==> src/rtl/cw305_bridge_pkg.sv <==
// Shared constants for the CW305 USB register bridge: register map,
// status byte layout and the control bits of the status register.
package cw305_bridge_pkg;

   // Register map, in units of the upper USB address field
   localparam int REG_CLKSETTINGS   = 0;
   localparam int REG_USER_LED      = 1;
   localparam int REG_BRIDGE_STATUS = 2;
   localparam int REG_PROG_INSTR    = 3;
   localparam int REG_PROG_ADDRESS  = 4;
   localparam int REG_PROG_COMMIT   = 5;
   localparam int REG_HEEP_DATA     = 6;
   localparam int REG_BUILDTIME     = 7;

   // Bit positions inside O_status / REG_BRIDGE_STATUS reads
   localparam int STAT_EMPTY      = 0;
   localparam int STAT_FULL       = 1;
   localparam int STAT_OVERFLOW   = 2;
   localparam int STAT_HEEP_VALID = 3;
   localparam int STAT_COUNT_LSB  = 4;
   localparam int STAT_COUNT_W    = 4;

   // Control bits honoured on writes to REG_BRIDGE_STATUS
   localparam int CTRL_CLR_OVERFLOW = 2;
   localparam int CTRL_FLUSH        = 7;

endpackage

==> src/rtl/cw305_bridge_fifo.sv <==
// Command FIFO between the USB register side and the program bridge.
// Pop frees a slot before push is judged, so a full FIFO accepts a push
// in the same cycle it is popped. Flush overrides both push and pop.
module cw305_bridge_fifo #(
   parameter int WIDTH = 64,
   parameter int DEPTH = 4
) (
   input  logic                   usb_clk,
   input  logic                   reset_i,
   input  logic                   push,
   input  logic                   pop,
   input  logic                   flush,
   input  logic [WIDTH-1:0]       wr_data,
   output logic [WIDTH-1:0]       rd_data,
   output logic                   full,
   output logic                   empty,
   output logic                   drop,
   output logic [$clog2(DEPTH):0] count
);

   localparam int PW = $clog2(DEPTH);
   localparam int CW = PW + 1;

   logic [WIDTH-1:0] mem [DEPTH];
   logic [PW-1:0]    wr_ptr;
   logic [PW-1:0]    rd_ptr;
   logic             do_push;
   logic             do_pop;

   assign empty   = (count == '0);
   assign full    = (count == CW'(DEPTH));
   assign do_pop  = pop & ~empty & ~flush;
   assign do_push = push & ~flush & (~full | do_pop);
   assign drop    = push & ~flush & full & ~do_pop;
   assign rd_data = empty ? '0 : mem[rd_ptr];

   // Pointer and occupancy bookkeeping; pointers wrap naturally at DEPTH
   // NOTE: non-blocking assignments in clocked blocks so every register
   // samples the pre-edge values of its neighbours, independent of order.
   always_ff @(posedge usb_clk or posedge reset_i) begin
      if (reset_i) begin
         wr_ptr <= '0;
         rd_ptr <= '0;
         count  <= '0;
      end else if (flush) begin
         wr_ptr <= '0;
         rd_ptr <= '0;
         count  <= '0;
      end else begin
         if (do_push) wr_ptr <= wr_ptr + PW'(1);
         if (do_pop)  rd_ptr <= rd_ptr + PW'(1);
         case ({do_push, do_pop})
            2'b10:   count <= count + CW'(1);
            2'b01:   count <= count - CW'(1);
            default: count <= count;
         endcase
      end
   end

   // Entry storage
   // NOTE: the array has no reset; emptiness comes from count, and rd_data
   // is masked to zero while empty, so stale contents are never visible.
   always_ff @(posedge usb_clk) begin
      if (do_push) mem[wr_ptr] <= wr_data;
   end

endmodule

==> src/rtl/cw305_reg_bridge.sv <==
// CW305 USB register bridge: clock/LED registers, instruction/address
// staging with a commit FIFO towards the program bridge, a status byte,
// and an optional readback shadow of a word returned by the target.
// Build option: define CW305_BRIDGE_READBACK_EN to include the readback
// shadow register (REG_HEEP_DATA, status bit 3).
module cw305_reg_bridge
   import cw305_bridge_pkg::*;
#(
   parameter int pADDR_WIDTH   = 21,
   parameter int pBYTECNT_SIZE = 7,
   parameter int pDATA_WIDTH   = 32,
   parameter int pFIFO_DEPTH   = 4
) (
   input  logic                                 usb_clk,
   input  logic                                 reset_i,
   input  logic [pADDR_WIDTH-pBYTECNT_SIZE-1:0] reg_address,
   input  logic [pBYTECNT_SIZE-1:0]             reg_bytecnt,
   input  logic [7:0]                           write_data,
   output logic [7:0]                           read_data,
   input  logic                                 reg_read,
   input  logic                                 reg_write,
   input  logic                                 reg_addrvalid,
   output logic [4:0]                           O_clksettings,
   output logic                                 O_user_led,
   output logic                                 O_cmd_valid,
   input  logic                                 I_cmd_ready,
   output logic [pDATA_WIDTH-1:0]               O_instruction,
   output logic [pDATA_WIDTH-1:0]               O_address,
   input  logic [pDATA_WIDTH-1:0]               I_heep_data,
   input  logic                                 I_heep_data_valid,
   output logic [7:0]                           O_status
);

   localparam int AW     = pADDR_WIDTH - pBYTECNT_SIZE;
   localparam int NBYTES = pDATA_WIDTH / 8;
   localparam int CW     = $clog2(pFIFO_DEPTH) + 1;

   logic                     wr_en, rd_en;
   logic                     sel_clk, sel_led, sel_status, sel_instr;
   logic                     sel_addr, sel_commit, sel_heep, last_byte;
   logic [pDATA_WIDTH-1:0]   staged_instr, staged_addr;
   logic                     fifo_push, fifo_pop, fifo_flush;
   logic                     fifo_full, fifo_empty, fifo_drop;
   logic [CW-1:0]            fifo_count;
   logic [2*pDATA_WIDTH-1:0] fifo_head;
   logic                     overflow;
   logic [pDATA_WIDTH-1:0]   heep_shadow;
   logic                     heep_valid;
   logic [7:0]               rd_byte;

   assign wr_en      = reg_addrvalid & reg_write;
   assign rd_en      = reg_addrvalid & reg_read;
   assign sel_clk    = (reg_address == AW'(REG_CLKSETTINGS));
   assign sel_led    = (reg_address == AW'(REG_USER_LED));
   assign sel_status = (reg_address == AW'(REG_BRIDGE_STATUS));
   assign sel_instr  = (reg_address == AW'(REG_PROG_INSTR));
   assign sel_addr   = (reg_address == AW'(REG_PROG_ADDRESS));
   assign sel_commit = (reg_address == AW'(REG_PROG_COMMIT));
   assign sel_heep   = (reg_address == AW'(REG_HEEP_DATA));
   assign last_byte  = (reg_bytecnt == pBYTECNT_SIZE'(NBYTES - 1));

   // Configuration and staging registers; out-of-range byte indices fall through
   always_ff @(posedge usb_clk or posedge reset_i) begin
      if (reset_i) begin
         O_clksettings <= '0;
         O_user_led    <= 1'b0;
         staged_instr  <= '0;
         staged_addr   <= '0;
      end else if (wr_en) begin
         if (sel_clk) O_clksettings <= write_data[4:0];
         if (sel_led) O_user_led    <= write_data[0];
         for (int i = 0; i < NBYTES; i++) begin
            if (reg_bytecnt == pBYTECNT_SIZE'(i)) begin
               if (sel_instr) staged_instr[i*8 +: 8] <= write_data;
               if (sel_addr)  staged_addr[i*8 +: 8]  <= write_data;
            end
         end
      end
   end

   // A flush in the same cycle as a commit discards the commit silently
   assign fifo_flush = wr_en & sel_status & write_data[CTRL_FLUSH];
   assign fifo_push  = wr_en & sel_commit & ~fifo_flush;
   assign fifo_pop   = O_cmd_valid & I_cmd_ready;

   cw305_bridge_fifo #(
      .WIDTH (2 * pDATA_WIDTH),
      .DEPTH (pFIFO_DEPTH)
   ) u_fifo (
      .usb_clk (usb_clk),
      .reset_i (reset_i),
      .push    (fifo_push),
      .pop     (fifo_pop),
      .flush   (fifo_flush),
      .wr_data ({staged_addr, staged_instr}),
      .rd_data (fifo_head),
      .full    (fifo_full),
      .empty   (fifo_empty),
      .drop    (fifo_drop),
      .count   (fifo_count)
   );

   assign O_cmd_valid   = ~fifo_empty;
   assign O_instruction = fifo_head[pDATA_WIDTH-1:0];
   assign O_address     = fifo_head[2*pDATA_WIDTH-1:pDATA_WIDTH];

   // Sticky overflow; a dropped commit outranks a same-cycle clear
   always_ff @(posedge usb_clk or posedge reset_i) begin
      if (reset_i)                                              overflow <= 1'b0;
      else if (fifo_drop)                                       overflow <= 1'b1;
      else if (wr_en && sel_status && write_data[CTRL_CLR_OVERFLOW]) overflow <= 1'b0;
   end

`ifdef CW305_BRIDGE_READBACK_EN
   // Readback shadow; a new capture outranks the clear from reading the last byte
   always_ff @(posedge usb_clk or posedge reset_i) begin
      if (reset_i) begin
         heep_shadow <= '0;
         heep_valid  <= 1'b0;
      end else if (I_heep_data_valid) begin
         heep_shadow <= I_heep_data;
         heep_valid  <= 1'b1;
      end else if (rd_en && sel_heep && last_byte) begin
         heep_valid  <= 1'b0;
      end
   end
`else
   logic unused_heep;
   assign unused_heep = ^{I_heep_data, I_heep_data_valid, last_byte};
   assign heep_shadow = '0;
   assign heep_valid  = 1'b0;
`endif

   // Status byte assembly
   always_comb begin
      O_status                                  = '0;
      O_status[STAT_EMPTY]                      = fifo_empty;
      O_status[STAT_FULL]                       = fifo_full;
      O_status[STAT_OVERFLOW]                   = overflow;
      O_status[STAT_HEEP_VALID]                 = heep_valid;
      O_status[STAT_COUNT_LSB +: STAT_COUNT_W]  = STAT_COUNT_W'(fifo_count);
   end

   // Read multiplexer; unmapped registers and BUILDTIME read as zero
   // NOTE: rd_byte gets its default first, so no path leaves it unassigned
   // and no latch is inferred.
   always_comb begin
      rd_byte = '0;
      if (sel_clk) begin
         rd_byte = {3'b000, O_clksettings};
      end else if (sel_led) begin
         rd_byte = {7'b0, O_user_led};
      end else if (sel_status) begin
         rd_byte = O_status;
      end else if (sel_instr || sel_addr || sel_heep) begin
         for (int i = 0; i < NBYTES; i++) begin
            if (reg_bytecnt == pBYTECNT_SIZE'(i)) begin
               if (sel_instr)     rd_byte = staged_instr[i*8 +: 8];
               else if (sel_addr) rd_byte = staged_addr[i*8 +: 8];
               else               rd_byte = heep_shadow[i*8 +: 8];
            end
         end
      end
   end

   // Registered read data, zero outside a read strobe
   always_ff @(posedge usb_clk or posedge reset_i) begin
      if (reset_i)    read_data <= '0;
      else if (rd_en) read_data <= rd_byte;
      else            read_data <= '0;
   end

endmodule

==> config.mk <==
export PLATFORM = sky130hd
export DESIGN_NAME = cw305_reg_bridge
export DESIGN_NICKNAME = d
export VERILOG_FILES = /design/src/rtl/cw305_bridge_pkg.sv /design/src/rtl/cw305_bridge_fifo.sv /design/src/rtl/cw305_reg_bridge.sv
export SDC_FILE = /design/constraint.sdc
export NUM_CORES = 1
export LEC_CHECK = 0
export CORE_MARGIN = 2
export CORE_UTILIZATION = 35
export CTS_CLUSTER_DIAMETER = 80
export DETAILED_ROUTE_END_ITERATION = 10
export DONT_BUFFER_PORTS = 1
export REMOVE_ABC_BUFFERS = 1
export SETUP_SLACK_MARGIN = 0.3
export SKIP_LAST_GASP = 1
export SYNTH_ARGS = -nofsm -noshare
export SYNTH_HDL_FRONTEND = slang
export SYNTH_SLANG_ARGS = --single-unit
==> constraint.sdc <==
create_clock -name usb_clk -period 3.35 [get_ports usb_clk]
set_input_delay 0.1675 -clock usb_clk [delete_from_list [all_inputs] [get_ports usb_clk]]
set_output_delay 0.1675 -clock usb_clk [all_outputs]
set_load 0.05 [all_outputs]
Yosys cells after proc, flatten, opt, wreduce, memory -nomap -nowiden
Memories as Yosys holds them, arrays and structs flattened.
Cells that the tools add are included.

storage, ports and cells
  input port bits = 68
  memories kept = 1
  output and inout bits = 87
  RAM bits = 256
  flip-flop bits (word level) = 86

memory list
  memory      words  width  read ports  clocked after Yosys merged registers in  wr ports  line                     source
  u_fifo.mem  4      64     1           0                                        1         cw305_bridge_fifo.sv:24  logic [WIDTH-1:0] mem [DEPTH];

cells by class
  multiplexer cells = 28
  reduce and logical (&&, ||, !) cells = 21
  $add $sub $neg = 4
  equal/unequal tests = 12
  bitwise logic cells = 18

operator list
  kind                   number
  $mux W8                17
  $mux W64               1
  $eq A14 B3 Y1 const B  3
  $eq A14 B2 Y1 const B  2
  $reduce_and A3 Y1      8
  $eq A14 B1 Y1 const B  1
  $eq A7 B2 Y1 const B   2
  $logic_not A14 Y1      1
  $and A1 B1 Y1          13
  $mux W2                4
  $eq A7 B1 Y1 const B   1
  $logic_not A7 Y1       1
  $pmux W3 S2            1
  $reduce_bool A2 Y1     3
  $add A2 B1 Y2 const B  2
  $mux W1                4
  $not A1 Y1             4
  $reduce_and A2 Y1      2
  $add A3 B1 Y3 const B  1
  $eq A3 B3 Y1 const B   1
  $logic_not A3 Y1       1
  $mux W3                1
  $reduce_bool A3 Y1     1
  $sub A3 B1 Y3 const B  1
  5 further kinds        7

Depth between registers and ports, before layout
Gate-level depths: netlist of run 1.

  depth in word-level cells = 12
  mapped depth = 12
  depth with buffers taken out = 11

By module
Synthesis of run 1 repeated with hierarchy kept, for this count alone.

unflattened totals
  cell total of the unflattened synthesis = 795
  area total of the unflattened synthesis = 14197.4 um^2

by module, submodules not included
  module             cells an instance  instances  area an instance (um^2)
  cw305_bridge_fifo  469                1          10253.6
  cw305_reg_bridge   326                1          3943.8

Least setup slack after synthesis of run 1
OpenSTA, ideal clock, no wires.

  kind = flip-flop to flip-flop
  start = register u_fifo.count[1]
  end = memory u_fifo.mem[1][0], enable pin
  path slack = -332 ps
  cell stages (with the launch flop) = 6
  arrival = 3254 ps
  setup time = 429 ps
  period minus slack after synthesis = 3682 ps
  data required time = 2921 ps
  cell sequence = dfrtp_1 -> nor2_1 -> nand2_1 -> inv_1 -> a2111oi_2 -> and2_1

between the ends
  elaborated cells on any way between the ends = 11
  classes of those cells = eq/ne: 1; mux: 2; bitwise: 7; reduce/logical: 1

RTL lines
  what                           line                     source
  from (decl)                    cw305_bridge_fifo.sv:18  output logic [$clog2(DEPTH):0] count
  from (signal assigned)         cw305_bridge_fifo.sv:53  2'b10: count <= count + CW'(1);
  from (signal assigned)         cw305_bridge_fifo.sv:54  2'b01: count <= count - CW'(1);
  from (signal assigned)         cw305_bridge_fifo.sv:55  default: count <= count;
  $eq A3 B3 Y1                   cw305_bridge_fifo.sv:31  assign full = (count == CW'(DEPTH));
  net fifo_full                  cw305_reg_bridge.sv:43   logic fifo_full, fifo_empty, fifo_drop;
  $not A1 Y1                     cw305_bridge_fifo.sv:33  assign do_push = push & ~flush & (~full | do_pop);
  $or A1 B1 Y1                   cw305_bridge_fifo.sv:33
  $and A1 B1 Y1                  cw305_bridge_fifo.sv:33
  $mux W1                        cw305_bridge_fifo.sv:64  if (do_push) mem[wr_ptr] <= wr_data;
  $mux W1 (implied by the code)  cw305_bridge_fifo.sv:64
  to (decl)                      cw305_bridge_fifo.sv:24

The timed path passes the listed nets, and every way through them passes these cells.

Worst setup path in the final report of run 1
  start = register u_fifo.count[0]
  end = register read_data[0]

between the ends
  word-level cells in the longest chain between the ends = 5

ends and longest elaborated chain
  what                  line                     source
  $logic_not A3 Y1      cw305_bridge_fifo.sv:30  assign empty = (count == '0);
  $mux W8               cw305_reg_bridge.sv:153  end else if (sel_status) begin
  $mux W8               cw305_reg_bridge.sv:151  end else if (sel_led) begin
  $mux W8               cw305_reg_bridge.sv:149  if (sel_clk) begin
  $mux W8               cw305_reg_bridge.sv:169  else if (rd_en) read_data <= rd_byte;
  to (signal assigned)  cw305_reg_bridge.sv:169
  to (decl)             cw305_reg_bridge.sv:19   output logic [7:0] read_data,

No other way between the ends.
A chain may end at the register's enable or synchronous reset.

==> results of run 1 <==
stage by stage:
step / TNS (ns) / total power (W) / setup WS [ns]
2_1_floorplan: -169.91 / 0.00563 / -0.563
3_3_place_gp: 0 / 0.00606 / 0.730
3_5_place_dp: 0 / 0.00608 / 0.670
4_1_cts: 0 / 0.00991 / 0.432
5_1_grt: 0 / 0.0102 / 0.303
6_report: 0 / 0.00977 / 0.515
cells in the final DEF, fill, tap and decap left out, types with 6 or more instances in the layout:
| cell type | instances |
|---|---|
| a21oi_1 | 7 |
| and2_1 | 66 |
| buf_12 | 6 |
| buf_4 | 26 |
| clkbuf_1 | 14 |
| clkbuf_16 | 38 |
| dfrtp_1 | 84 |
| dlygate4sd3_1 | 22 |
| edfxtp_1 | 256 |
| inv_1 | 9 |
| mux2_2 | 64 |
| mux2_4 | 8 |
| mux2i_1 | 10 |
| mux4_2 | 66 |
| nand2_1 | 42 |
| nand3_1 | 11 |
| nand4_1 | 7 |
| nor2_1 | 31 |
| nor3_1 | 10 |
| o21ai_0 | 11 |
area by class of cell:
class	count	area (µm²)	area share
tap	525	657	0.0405
antenna	2	5.00	0.000309
clock buffer	54	1030	0.0636
timing repair buffer	54	536	0.0330
sequential	342	9840	0.607
inverter	10	40.0	0.00247
multi-input combinational	407	3990	0.246
clock inverter	13	100	0.00618
power groups by stage:
stage	registers (W)	logic (W)	clock network [W]
after CTS	0.00463	0.00140	0.00388
after global routing	0.00463	0.00148	0.00405
after floorplan	0.00500	0.000631	0
final	0.00463	0.00136	0.00379
after global placement	0.00471	0.00134	0
after detailed placement	0.00471	0.00136	0
registers in the layout, indices dropped and copies added, names as in the netlist:
name and flops:
u_fifo.count 3, u_fifo.wr_ptr 2, u_fifo.rd_ptr 2, O_clksettings 5, O_user_led 1, staged_addr 32, u_fifo.mem 256, overflow 1
read_data 8, staged_instr 32
routing by layer:
metal,vias to the layer above,track usage,routed length (µm),part of all wire
met5,-,0,0,0
met4,0,0.0305,456,0.014
met3,43,0.0426,2620,0.079
met2,259,0.249,15400,0.46
met1,3901,0.232,14800,0.45
li1,3218,-,-,-
worst max-delay path: cells and delay by family, from the launching register on:
| kind | cells | cell delay, ns |
|---|---|---|
| and+or+nand+nor | 4 | 0.80 |
| DFF | 1 | 0.48 |
| AOI/OAI and AO/OA | 2 | 0.52 |
| buffers and inverters | 2 | 0.91 |
how the worst min path moves through the flow:
stage | start | end | slack, ns | cells after the start
floorplan | write_data[0] | O_clksettings[0] | 0.28 | 2
global placement | reset_i | O_clksettings[2] | 0.27 | 1
detailed placement | reset_i | O_clksettings[2] | 0.28 | 1
CTS | reg_address[2] | read_data[6] | 0.008 | 4
global route | reg_address[3] | read_data[7] | 0.03 | 2
finish | reg_address[2] | read_data[6] | 0.02 | 4
cell families (layout without fill, tap and decap cells):
| logic type | after synthesis | in the layout |
|---|---|---|
| AND/OR/NAND/NOR | 201 | 201 |
| other | 1 | 4 |
| XOR/XNOR | 4 | 4 |
| buffers and inverters | 55 | 131 |
| AO/OA/AOI/OAI | 47 | 47 |
| flip-flops | 342 | 342 |
| adder cells (fa/ha/maj) | 5 | 5 |
| multiplexers | 148 | 148 |
==> metrics, run 1 <==
Max Cap Viol 0; crit path launch u_fifo.count[0]; Pleak 6.48 nW; outcome complete, no violations; Routed WL per cell 23.6 µm; fin crit share 0.846; initial antenna violation count 2; crit path max fanout slightly below 70; Worst EP required 3.74 ns; largest family of logic cells by synthesized area multiplexers; drt first pass iters 5; post-route ant nets 0; largest net degree at the start of global routing slightly below 70; Mapped Area roughly 14000 µm²; CTS Root Cell clkbuf_16; clock skew 0.0170 ns; most common cell in the netlist edfxtp_1; Synth Area in XOR/XNOR 0.00249; clock power share 0.388; most frequent cells after synthesis edfxtp_1, dfrtp_1, and2_1, mux4_2, mux2_2; Core Area around 40000 µm²; library cells used by synthesis 59; number of max-slew violations in the final report 0; critical path's slowest cell dlygate4sd3_1; Post-Layout Cell Count 1407; final-report hold violation count 0; Total Nets Final 925; Post-synth EDFFs around 260; Overflow after GRT 0; Critical Path End Type flip-flop; critical path class flip-flop to flip-flop; Final GP Congestion roughly 0.8; Least-Margin Pin Slew 0.899 ns; crit path DAT about 3.2 ns; RR Startpoint u_fifo.count[0]; RSZ-0062 raised after global routing false; combinational share of power 0.139; DR vias/cell 5.27; fin crit period about 2.8 ns; top cells by area, synth edfxtp_1, dfrtp_1, mux4_2, mux2_2, and2_1; cts hold-fix bufs 22; Mean Syn Cell Area 17.5 µm²; first-pass GRT wire length roughly 50 mm; endpoints failing setup 0; # fillers 3597; Min-Delay Path Class primary input to flip-flop; Die ar. 41800 µm²; Synth Area in Compound Gates 0.0235; Worst-Skew Late Latency between 0.5 and 0.6 ns; Worst Reg-to-Reg Cells 8; Area growth syn-to-layout 15.2%; Setup crit end read_data[0]; largest area contributor in the netlist edfxtp_1; worst hold slack 0.0239 ns; adder-cell area share of the yosys netlist 0.00498; CP max stage delay 0.59 ns; DP HPWL approximately 21 mm; # Post-CTS Setup Buffers 0; Post-Synth Simple-Gate Area 0.0793; total track usage 0.162; share of layout cells above drive strength 1 0.272; Initial DRC Count 593; IO Count about 160; crit-path cells or3_2 > buf_4 > o22ai_1 > nand2_1 > nor3_1 > dlygate4sd3_1 > nor2_1 > a2111oi_0; post-synthesis sequential area ratio 0.699; number of synthesized register bits 342; port bufs 0; sw frac 0.256; Layout Cell Area excl Fill 16200 µm²; Initial Util 0.354; sequential fraction of design power 0.474; H-tree levels 2; Max Root-Sink Buffers 3; crit start category flip-flop; Clock Sinks 342; P_sw 0.00250 W; TritonCTS Buffers 37; Synthesis Warnings 0; internal cell power just over 0.007 W; DR DRC count 0; Mapped Cells 803; R2R Setup Slk 0.52 ns; Post-synth ARST share 0.251; chip width 204 µm; Die Y 204 µm; via count of the routed design roughly 7400; Peak VDD IR 0.000506 V; worst relative slew slack 0.400; post-synth top area share 0.546; r2r endpoint read_data[0]; clock transition at the registers of the reported paths ~0.060 ns; Max Fclk 0.353 GHz; Final Core Density 0.408; dpl cell area 14800 µm²; CTS tree yes; row count 73; post-CTS sizing 0; vias in the first global route 7535; WL final around 33 mm; multiplexer area fraction after synthesis 0.173; top_reg_cell synth edfxtp_1; placed insts 1316; Pwr Density 603 nW/µm²
Note: power is estimated with default switching activity, not from simulation.
==> run 2: changes to the inputs <==
Clock period 3.35 ns to 2.9 ns, I/O delays scaled along.
==> run 2 against run 1 <==
Worst setup slack lost 0.11 ns. Clock skew decreased by 0.0068 ns. Non-clock buffer count rose by 8. Sequential power grew 15%. Final area is 1.4% higher. First-iteration DRC count fell by 18%. Cell count increased by 0.50%. Count of clock-buffer cells in the layout did not move. Hold slack got worse by 0.013 ns. Critical path type unchanged.
==> metrics, run 2 (synthesis results as in run 1) <==
initial antenna violation count 1 (was 2); Hold Path Stages 4 (unchanged); Final TNS setup 0 ns (unchanged); clock transition at the registers of the reported paths 0.06 ns (about the same); RSZ-0062 raised after global routing false (unchanged); Least-Margin Pin Slew 1.04 ns (was 0.899 ns); CTS tree yes (unchanged); Worst-Skew Late Latency 0.52 ns (about the same); Overflow after GRT 0 (unchanged); H-tree levels 2 (unchanged); highest-count cells in the layout ignoring fill and taps edfxtp_1, dfrtp_1, mux4_2 (was edfxtp_1, dfrtp_1, and2_1, mux4_2, mux2_2); PnR Total Power 0.0116 W (was 0.00977 W); Initial Util 0.354 (unchanged); Critical Path End Type flip-flop (unchanged); outcome complete, no violations (unchanged); Worst EP required 3.36 ns (was 3.74 ns); total track usage 0.160 (was 0.162); Core Area 39700 µm² (unchanged); Final GP Congestion 0.842 (was 0.824); crit path DAT 2.96 ns (was 3.23 ns); IO Count 155 (unchanged); Max Fclk 0.400 GHz (was 0.353 GHz); share of layout cells above drive strength 1 0.293 (was 0.272); Initial DRC Count 485 (was 593); Top Registers u_fifo.mem: 256 flops, staged_addr: 32 flops, staged_instr: 32 flops (unchanged); final-report hold violation count 0 (unchanged); commonest non-fill, non-tap cell in the layout edfxtp_1 (unchanged); Reg with most FFs u_fifo.mem (unchanged); TritonCTS Buffers 37 (unchanged); port bufs 0 (unchanged); row count 73 (unchanged); Pwr Density 705 nW/µm² (was 603 nW/µm²); number of max-slew violations in the final report 0 (unchanged); vias in the first global route 7476 (was 7535); clock skew 0.0102 ns (was 0.0170 ns); Die ar. 41800 µm² (unchanged); DP HPWL 21.4 mm (was 20.8 mm); Min-Delay Path Class primary input to flip-flop (unchanged); fin crit period 2.50 ns (was 2.83 ns); chip width 204 µm (unchanged); largest net degree at the start of global routing 79 (was 69); Worst Reg-to-Reg Cells 7 (was 8); crit path max fanout 5 (was 68); Routed WL per cell 23.6 µm (about the same); Final Core Density 0.414 (was 0.408); Peak VDD IR 0.000345 V (was 0.000506 V); Clock Sinks 342 (unchanged); WL final 33.3 mm (was 33.2 mm); area of the multi-input gates 4000 µm² (was 3990 µm²); Pleak 6.60 nW (was 6.48 nW); flip-flop and latch area 9850 µm² (was 9840 µm²); crit start category flip-flop (unchanged); worst relative slew slack 0.310 (was 0.400); DR vias/cell 5.20 (was 5.27); Die Y 204 µm (unchanged); # Post-CTS Setup Buffers 0 (unchanged); post-route ant nets 0 (unchanged); Max Cap Viol 0 (unchanged); Total Nets Final 933 (was 925); CTS Root Cell clkbuf_16 (unchanged); first-pass GRT wire length 49.4 mm (was 49.9 mm); endpoints failing setup 0 (unchanged); # fillers 3544 (was 3597); critical path class flip-flop to flip-flop (unchanged); via count of the routed design 7347 (was 7421); Area growth syn-to-layout 16.8% (was 15.2%); fin crit share 0.862 (was 0.846); drt first pass iters 5 (unchanged); Max Root-Sink Buffers 3 (unchanged); max reg flops 256 (unchanged); DR DRC count 0 (unchanged)
[run 2: path summary, 6_finish.rpt]
| check | slack (ns) | start | end |
|---|---|---|---|
| setup / recovery | 0.40 | u_fifo.count[0] | read_data[0] |
| hold / removal | 0.01 | I_cmd_ready | u_fifo.count[1] |
| setup reg to reg | 0.40 | u_fifo.count[0] | read_data[0] |
| hold reg to reg | 0.55 | staged_instr[29] | u_fifo.mem[2][29] |
| max in group asynchronous | 1.78 | reset_i | staged_addr[22] |
| min in group asynchronous | 0.36 | reset_i | O_user_led |
[run 2: where the power goes]
| part | internal (W) | switching [W] | leakage (nW) | total, W |
|---|---|---|---|---|
| clock network | 0.00282 | 0.00185 | 0.604 | 0.00467 |
| registers | 0.00525 | 0.0000868 | 4.16 | 0.00534 |
| logic | 0.000603 | 0.000974 | 1.84 | 0.00158 |
| total | 0.00867 | 0.00291 | 6.60 | 0.0116 |
[run 2: area by class of cell]
class / count / share of cell area
antenna: 1 / 0.000152
clock buffer: 54 / 0.0671
clock inverter: 13 / 0.00761
inverter: 10 / 0.00244
multi-input combinational: 407 / 0.243
sequential: 342 / 0.599
tap: 525 / 0.0400
timing repair buffer: 62 / 0.0404
[run 2: critical path, stage by stage, from the launching register on]
cell and delay (ns):
dfrtp_2 0.45, or3_2 0.47, o22ai_1 0.22, nand2_1 0.09, nor3_1 0.24, nor4_1 0.12
a2111oi_1 0.64, buf_4 0.21
[run 2: stage by stage]
step,hold slack (ns),setup WS [ns],area (µm²),instances
after floorplan,0.262,-1.01,13900,759
after global placement,0.273,0.359,15000,1325
after detailed placement,0.279,0.307,15000,1325
after CTS,0.000697,0.307,16400,1413
after global routing,0.0129,0.313,16400,1413
final,0.0105,0.401,16400,1414
[run 2: layer usage]
metal / GRT usage / wire [µm]
met5: 0.0155 / 93
met4: 0.0393 / 574
met3: 0.0434 / 2460
met2: 0.250 / 15500
met1: 0.222 / 14700
[run 2: what timing repair did]
action / 4_1_cts / 5_1_grt
hold buffers: 21 / 0
hold endpoints to repair: 157 / 0
resized for setup: 4 / 3
setup endpoints to repair: 8 / 5
